<file path="config.mk">
export PLATFORM = sky130hd
export DESIGN_NAME = timer_ctrl
export DESIGN_NICKNAME = d
export VERILOG_FILES = /design/src/rtl/timer_pkg.sv /design/src/rtl/counter.sv /design/src/rtl/timer_ctrl.sv
export SDC_FILE = /design/constraint.sdc
export NUM_CORES = 1
export LEC_CHECK = 0
export ABC_CLOCK_PERIOD_IN_PS = 2500
export CAP_MARGIN = 20
export CORE_AREA = 2 2 84 86
export DETAILED_ROUTE_END_ITERATION = 6
export DIE_AREA = 0 0 86 88
export PLACE_DENSITY = 0.72
export RECOVER_POWER = 50
export SYNTH_ARGS = -nofsm -noshare
export SYNTH_HDL_FRONTEND = slang
export SYNTH_SLANG_ARGS = --single-unit
export TNS_END_PERCENT = 30
</file>
<file path="constraint.sdc">
create_clock -name clk_i -period 2.5 [get_ports clk_i]
set_input_delay 0.5 -clock clk_i [delete_from_list [all_inputs] [get_ports clk_i]]
set_output_delay 0.5 -clock clk_i [all_outputs]
set_load 0.02 [all_outputs]
</file>
<file path="src/rtl/timer_pkg.sv">
// timer_pkg: shared state and mode types for timer_ctrl
package timer_pkg;
  typedef enum logic [1:0] {IDLE, RUN, PAUSED} timer_state_t;
  typedef enum logic {MODE_ONESHOT = 1'b0, MODE_PERIODIC = 1'b1} timer_mode_t;
endpackage

</file>
<file path="src/rtl/counter.sv">
// counter: up-counter with synchronous clear (priority) and enable
module counter #(
  parameter int WIDTH = 8
) (
  input  logic             clk_i,
  input  logic             rstn_i,
  input  logic             clr_i,
  input  logic             en_i,
  output logic [WIDTH-1:0] count_o
);
  always_ff @(posedge clk_i or negedge rstn_i)
    if (!rstn_i) count_o <= '0;
    else if (clr_i) count_o <= '0;
    else if (en_i) count_o <= count_o + WIDTH'(1);
endmodule

</file>
<file path="src/rtl/timer_ctrl.sv">
// timer_ctrl: prescaled one-shot/periodic timer sequencing a prescaler and a period counter
// Define TIMER_CTRL_PAUSE_EN to add the pause_i port and the PAUSED state.
module timer_ctrl
  import timer_pkg::*;
#(
  parameter int WIDTH   = 16,
  parameter int PRESC_W = 8
) (
  input  logic               clk_i,
  input  logic               rstn_i,
  input  logic               start_i,
  input  logic               stop_i,
  input  logic               mode_i,
  input  logic [WIDTH-1:0]   period_i,
  input  logic [PRESC_W-1:0] prescale_i,
`ifdef TIMER_CTRL_PAUSE_EN
  input  logic               pause_i,
`endif
  output logic               busy_o,
  output logic               tick_o,
  output logic               err_o,
  output logic [WIDTH-1:0]   count_o
);
  timer_state_t       r_state;
  timer_mode_t        r_mode;
  logic [WIDTH-1:0]   r_period;
  logic [PRESC_W-1:0] r_presc;
  logic               r_tick;
  logic               r_err;
  logic               w_pause;
  logic               w_idle;
  logic               w_active;
  logic               w_step;
  logic               w_expire;
  logic [PRESC_W-1:0] w_presc;
  logic [WIDTH-1:0]   w_cnt;
`ifdef TIMER_CTRL_PAUSE_EN
  assign w_pause = pause_i;
`else
  assign w_pause = 1'b0;
`endif
  // Pause gates counting on the very edge it is sampled, both entering and leaving PAUSED.
  assign w_idle   = r_state == IDLE;
  assign w_active = !w_idle && !stop_i && !w_pause;
  assign w_step   = w_active && w_presc == r_presc;
  assign w_expire = w_step && w_cnt == r_period - WIDTH'(1);
  counter #(.WIDTH(PRESC_W)) u_presc (
    .clk_i(clk_i), .rstn_i(rstn_i),
    .clr_i(w_idle || stop_i || w_step), .en_i(w_active),
    .count_o(w_presc)
  );
  counter #(.WIDTH(WIDTH)) u_period (
    .clk_i(clk_i), .rstn_i(rstn_i),
    .clr_i(w_idle || stop_i || w_expire), .en_i(w_step),
    .count_o(w_cnt)
  );
  always_ff @(posedge clk_i or negedge rstn_i)
    if (!rstn_i) begin
      r_state  <= IDLE;
      r_mode   <= MODE_ONESHOT;
      r_period <= '0;
      r_presc  <= '0;
      r_tick   <= 1'b0;
      r_err    <= 1'b0;
    end else begin
      r_tick <= w_expire;
      r_err  <= w_idle && start_i && !stop_i && period_i == '0;
      if (w_idle) begin
        if (start_i && !stop_i && period_i != '0) begin
          r_state  <= RUN;
          r_mode   <= timer_mode_t'(mode_i);
          r_period <= period_i;
          r_presc  <= prescale_i;
        end
      end else if (stop_i) r_state <= IDLE;
      else if (w_expire && r_mode == MODE_ONESHOT) r_state <= IDLE;
      else r_state <= w_pause ? PAUSED : RUN;
    end
  assign busy_o  = !w_idle;
  assign tick_o  = r_tick;
  assign err_o   = r_err;
  assign count_o = w_cnt;
endmodule

</file>
# ---- Yosys cells after proc, flatten, opt, wreduce, memory -nomap -nowiden
# Index checks and enable logic that the tools add are counted.
dict set report op_classes {
  n_addsub 3
  n_eq_ne 3
  muxes 8
  n_bitwise 1
  n_reduce_logical 20
}
# op n
set op_table {}
lappend op_table {{$mux W16} 2}
lappend op_table {{$add A16 B1 Y16 const B} 1}
lappend op_table {{$eq A16 B16 Y1} 1}
lappend op_table {{$logic_not A16 Y1} 1}
lappend op_table {{$mux W8} 2}
lappend op_table {{$reduce_bool A16 Y1} 1}
lappend op_table {{$sub A16 B1 Y16 const B} 1}
lappend op_table {{$logic_and A1 B1 Y1} 9}
lappend op_table {{$add A8 B1 Y8 const B} 1}
lappend op_table {{$eq A8 B8 Y1} 1}
lappend op_table {{$mux W2} 2}
lappend op_table {{$reduce_bool A2 Y1} 2}
lappend op_table {{$logic_or A1 B1 Y1} 3}
lappend op_table {{$logic_not A1 Y1} 2}
lappend op_table {{$logic_not A2 Y1} 1}
lappend op_table {{$mux W1} 2}
lappend op_table {{$ne A2 B1 Y1 const B} 1}
lappend op_table {{$reduce_and A2 Y1} 1}
lappend op_table {{$not A1 Y1} 1}
dict set report totals {
  register_bits 53
  in_bits 29
  out_inout_bits 19
  word_cells 43
}

# ---- Longest topological paths before layout
dict set report logic_depth {
  ltp_word 9
  mapped_depth 9
  ltp_nobuf 8
}

# ---- Cells and area by module
# Synthesis repeated with hierarchy kept, for this count alone.
dict set report hier_totals {
  cells_unflattened 271
  hier_area_um2 2974.1
}
# mod instances cells_per_inst area_per_inst_um2
set by_module_without_submodules {}
lappend by_module_without_submodules {timer_ctrl 1 152 1705.4}
lappend by_module_without_submodules {{counter at u_period} 1 82 872.1}
lappend by_module_without_submodules {{counter at u_presc} 1 37 396.6}

# ---- Least setup slack after synthesis
# OpenSTA, ideal clock, no wires.
dict set report synth_timing {
  path_type {flip-flop to flip-flop}
  from {register r_period[0]}
  to {register u_period.count_o[12]}
  t_arrival_ns 2.334
  required_ns 2.359
  path_slack_ns 0.025
  stages_incl_launch_ff 10
  n_path_buf 1
  period_less_slack_ns 2.475
  cell_sequence {dfrtp_1 inv_1 ha_1 or4b_4 o41ai_1 a21o_2 nand4_2 nor4_4 buf_6 nor3_2}
}
dict set report synth_between {
  elab_chain_cells 5
  elab_cells_between_ends 6
  classes_between {1 x add/sub; 1 x eq/ne; 1 x mux; 3 x reduce/logical}
}
# item line_no
set synth_lines {}
lappend synth_lines {{from (decl)} timer_ctrl.sv:26} ;# logic [WIDTH-1:0] r_period;
lappend synth_lines {{from (signal assigned)} timer_ctrl.sv:72} ;# r_period <= period_i;
lappend synth_lines {{$sub A16 B1 Y16 (*)} timer_ctrl.sv:46} ;# assign w_expire = w_step && w_cnt == r_period - WIDTH'(1);
lappend synth_lines {{$eq A16 B16 Y1 (*)} timer_ctrl.sv:46}
lappend synth_lines {{$logic_and A1 B1 Y1 (*)} timer_ctrl.sv:46}
lappend synth_lines {{$logic_or A1 B1 Y1 (*)} timer_ctrl.sv:54} ;# .clr_i(w_idle || stop_i || w_expire), .en_i(w_step),
lappend synth_lines {{$mux W16 / $reduce_bool A2 Y1 (equally long branches)} n/a}
lappend synth_lines {{to (signal assigned)} counter.sv:14} ;# else if (en_i) count_o <= count_o + WIDTH'(1);
lappend synth_lines {{to (decl)} counter.sv:9} ;# output logic [WIDTH-1:0] count_o
# Mark *: on every way between the ends. The rest lies on a longest branch, timed or not.
# A chain may end at the register's enable or synchronous reset.

# ---- Final worst setup path
dict set report layout_timing {
  from {register r_period[0]}
  to {register r_tick, in the netlist tick_o}
}
dict set report layout_between {
  elab_chain_cells 3
}
# item line_no
set layout_lines {}
lappend layout_lines {{$sub A16 B1 Y16} timer_ctrl.sv:46}
lappend layout_lines {{$eq A16 B16 Y1} timer_ctrl.sv:46}
lappend layout_lines {{$logic_and A1 B1 Y1} timer_ctrl.sv:46}
lappend layout_lines {{via w_expire} timer_ctrl.sv:34} ;# logic w_expire;
lappend layout_lines {{to (signal assigned)} timer_ctrl.sv:66} ;# r_tick <= w_expire;
lappend layout_lines {{to (decl)} timer_ctrl.sv:28} ;# logic r_tick;
# The timed path passes the listed nets, and every way through them passes these cells.

==> flow_metrics.tcl <==
set metrics [dict create \
    hold_buffers 0 \
    coreArea_mm2 0.00664 \
    die_height_um 88 \
    async_flop_share 1.00 \
    globalplace.congestion 0.825 \
    setup_viol 0 \
    rows 30 \
    htreeDepth 2 \
    rsz0062_at_grt "yes" \
    placed_cells 424 \
    syn_to_final_growth_pct 26.5 \
    die_x_um 86 \
    antenna_found_initial 0 \
    first_global_vias 2464 \
    cts_resized 0 \
    die_area_mm2 0.00757 \
    slew_viol_final 0 \
    final_cells 432 \
    crit_family "simple AND/OR/NAND/NOR gates" \
    holdCritPathClass "input pin to async pin" \
    synth_top_cell_area_share 0.423 \
    synth.most_common_cell "dfrtp_1" \
    io_pins 48 \
    finClkSkew_ns 0.00808 \
    ys.flop_type "dfrtp_1" \
    drtIter0Drc 146 \
    finalHoldViolations 0 \
    grt_pass1_wl_um 12000 \
    overflow 0 \
    fin_crit_ns 2.40 \
    io_buffers 47 \
    slowest_delay_ns 0.51 \
    crit_chain "inv_1 > ha_1 > or4b_4 > o21ai_1 > a21o_2 > o2111ai_4 > nor2_1 > nor4bb_1" \
    outcome "completed" \
    ys_seq_area_frac 0.423 \
    cp.arrival_ns 2.56 \
    power_density_mw_per_mm2 572 \
    cp.required_ns 2.66 \
    slew-limit-headroom 0.0561 \
    endpoint_kind "register" \
    worst-path-buf-inv 1 \
    cp_slowest_cell "or4b_4" \
    drc 0 \
    drive_gt1_frac 0.236 \
    regToRegStartpoint "r_period[0]" \
    synth-seq-cells 52 \
    synth_area_leaders "dfrtp_1, mux2_2, xor2_1" \
    wirelength_um 7290 \
    leakagePower_nw 1.57 \
    cts_tree "done" \
    synth_common_cells "dfrtp_1, mux2_2, xor2_1" \
    yosysWarnings 0 \
    startpoint_type "register" \
    grt_max_degree 28 \
    root_buffer "clkbuf_8" \
    clock_sinks 52 \
    synth_edf_count 0 \
    fmax_mhz 417 \
    worstMarginPinSlew_ns 1.42 \
    crit_fanout 6 \
    post-route-period-util 0.960 \
    n_antenna_cell 0 \
    criticalPathCategory "register to register" \
    vdd_drop_max_mv 0.328 \
    cp-startpoint "r_period[0]" \
    cts_setup_buffers 0 \
    clk_latency_ns 0.31 \
    routedWlPerCell_um 16.9 \
    place_hpwl_um 5530 \
    viasPerCell 5.76 \
    via_count 2487 \
    cts.path.max_buffers 2 \
    final_net_count 383 \
    cts-buffers-inserted 5 \
    syn_avg_cell_area_um2 10.8 \
    grt_use_total 0.203 \
    synthCells 286 \
    netlist_area_mm2 0.00308 \
    synth_fp_nets 318 \
    final_core_util 0.586 \
    drt_first_pass_iters 4 \
    clkTransAtPathRegs_ns 0.10 \
    drtAntennaViolNets 0 \
    drv_cap 0 \
    ys_types 52 \
    start_util 0.463 \
    synth_largest_area_cell "dfrtp_1" \
]
## cells in the final DEF, fill, tap and decap left out, types with 2 or more instances in the layout
| master | instances |
|---|---|
| nor2_1 | 18 |
| a22oi_1 | 2 |
| nand4_1 | 15 |
| or3_1 | 2 |
| a21o_2 | 2 |
| mux2_2 | 26 |
| nand2_1 | 4 |
| clkbuf_8 | 5 |
| and4_1 | 4 |
| nor3_2 | 12 |
| clkdlybuf4s50_1 | 40 |
| a211oi_1 | 2 |
| o21ai_0 | 4 |
| nor4_1 | 11 |
| nor3b_1 | 2 |
| nand3_1 | 10 |
| nor2b_1 | 2 |
| and2_1 | 3 |
| dfrtp_1 | 52 |
| xor2_1 | 23 |
| a21oi_1 | 3 |
| ha_1 | 3 |
| nor3_1 | 10 |
| inv_1 | 7 |
| and3_1 | 7 |
| o211ai_1 | 2 |
| nand3b_1 | 2 |
| dlygate4sd3_1 | 6 |
| buf_4 | 21 |
| xnor2_1 | 21 |
## logic make-up (layout without fill, tap and decap cells)
logic type / after synthesis / in the layout / synth area share
AOI/OAI and AO/OA: 25 / 25 / 0.0634
xor gates and xnor gates: 44 / 44 / 0.125
adders and majority gates: 3 / 3 / 0.0122
buffers and inverters: 19 / 85 / 0.0329
DFF: 52 / 52 / 0.423
muxes: 26 / 26 / 0.0951
and+or+nand+nor: 117 / 117 / 0.248
## registers in the layout, summed over array words and instances, names as in the netlist
signal,cells
r_period,16
u_period.count_o,16
r_presc,8
u_presc.count_o,8
err_o,1
r_mode,1
r_state,1
tick_o,1
## area by class of cell
class                           count  area, um^2
Sequential cell                    52        1300
Inverter                            7        26.3
Timing Repair Buffer               70         647
Multi-Input combinational cell    215        1710
Clock buffer                        5        68.8
Tap cell                           80         100
Clock inverter                      3        42.5
Fill cell                         583        2750
## where the power goes
group	internal [mW]	switching (mW)
Clock	0.296	0.283
Sequential	0.936	0.0972
Combinational	0.316	0.299
Total	1.55	0.679
## path summary, 6_finish.rpt
kind                                        to  slack, ns  depth (start not counted)
setup reg to reg                        tick_o        0.1                          8
hold / removal             u_period.count_o[8]       0.50                          1
min in group clk_i                  r_presc[7]       0.54                          1
setup / recovery                        tick_o        0.1                          8
hold reg to reg                     r_presc[7]       0.54                          1
max in group asynchronous  u_period.count_o[5]       0.65                          2
## through the flow
| stage | TNS (ns) | hold WS [ns] | area [um^2] | power (mW) | worst slack [ns] |
|---|---|---|---|---|---|
| global route | -0.0252 | 0.560 | 3890 | 2.34 | -0.0137 |
| global placement | 0 | 0.499 | 3770 | 1.63 | 0.0671 |
| CTS | 0 | 0.216 | 3880 | 2.23 | 0.0449 |
| floorplan | 0 | 0.204 | 3080 | 1.41 | 0.0252 |
| detailed placement | 0 | 0.505 | 3770 | 1.65 | 0.0256 |
| finish | 0 | 0.500 | 3890 | 2.23 | 0.0993 |
## per-layer routing
layer  vias up  track usage  wire length, um
met1      1253        0.261             3200
met2        49        0.347             3740
met4         0       0.0620               90
li1       1176            -                -
met3         9       0.0377              266
met5         -            0                0
Power figures use the tool's default switching activity.
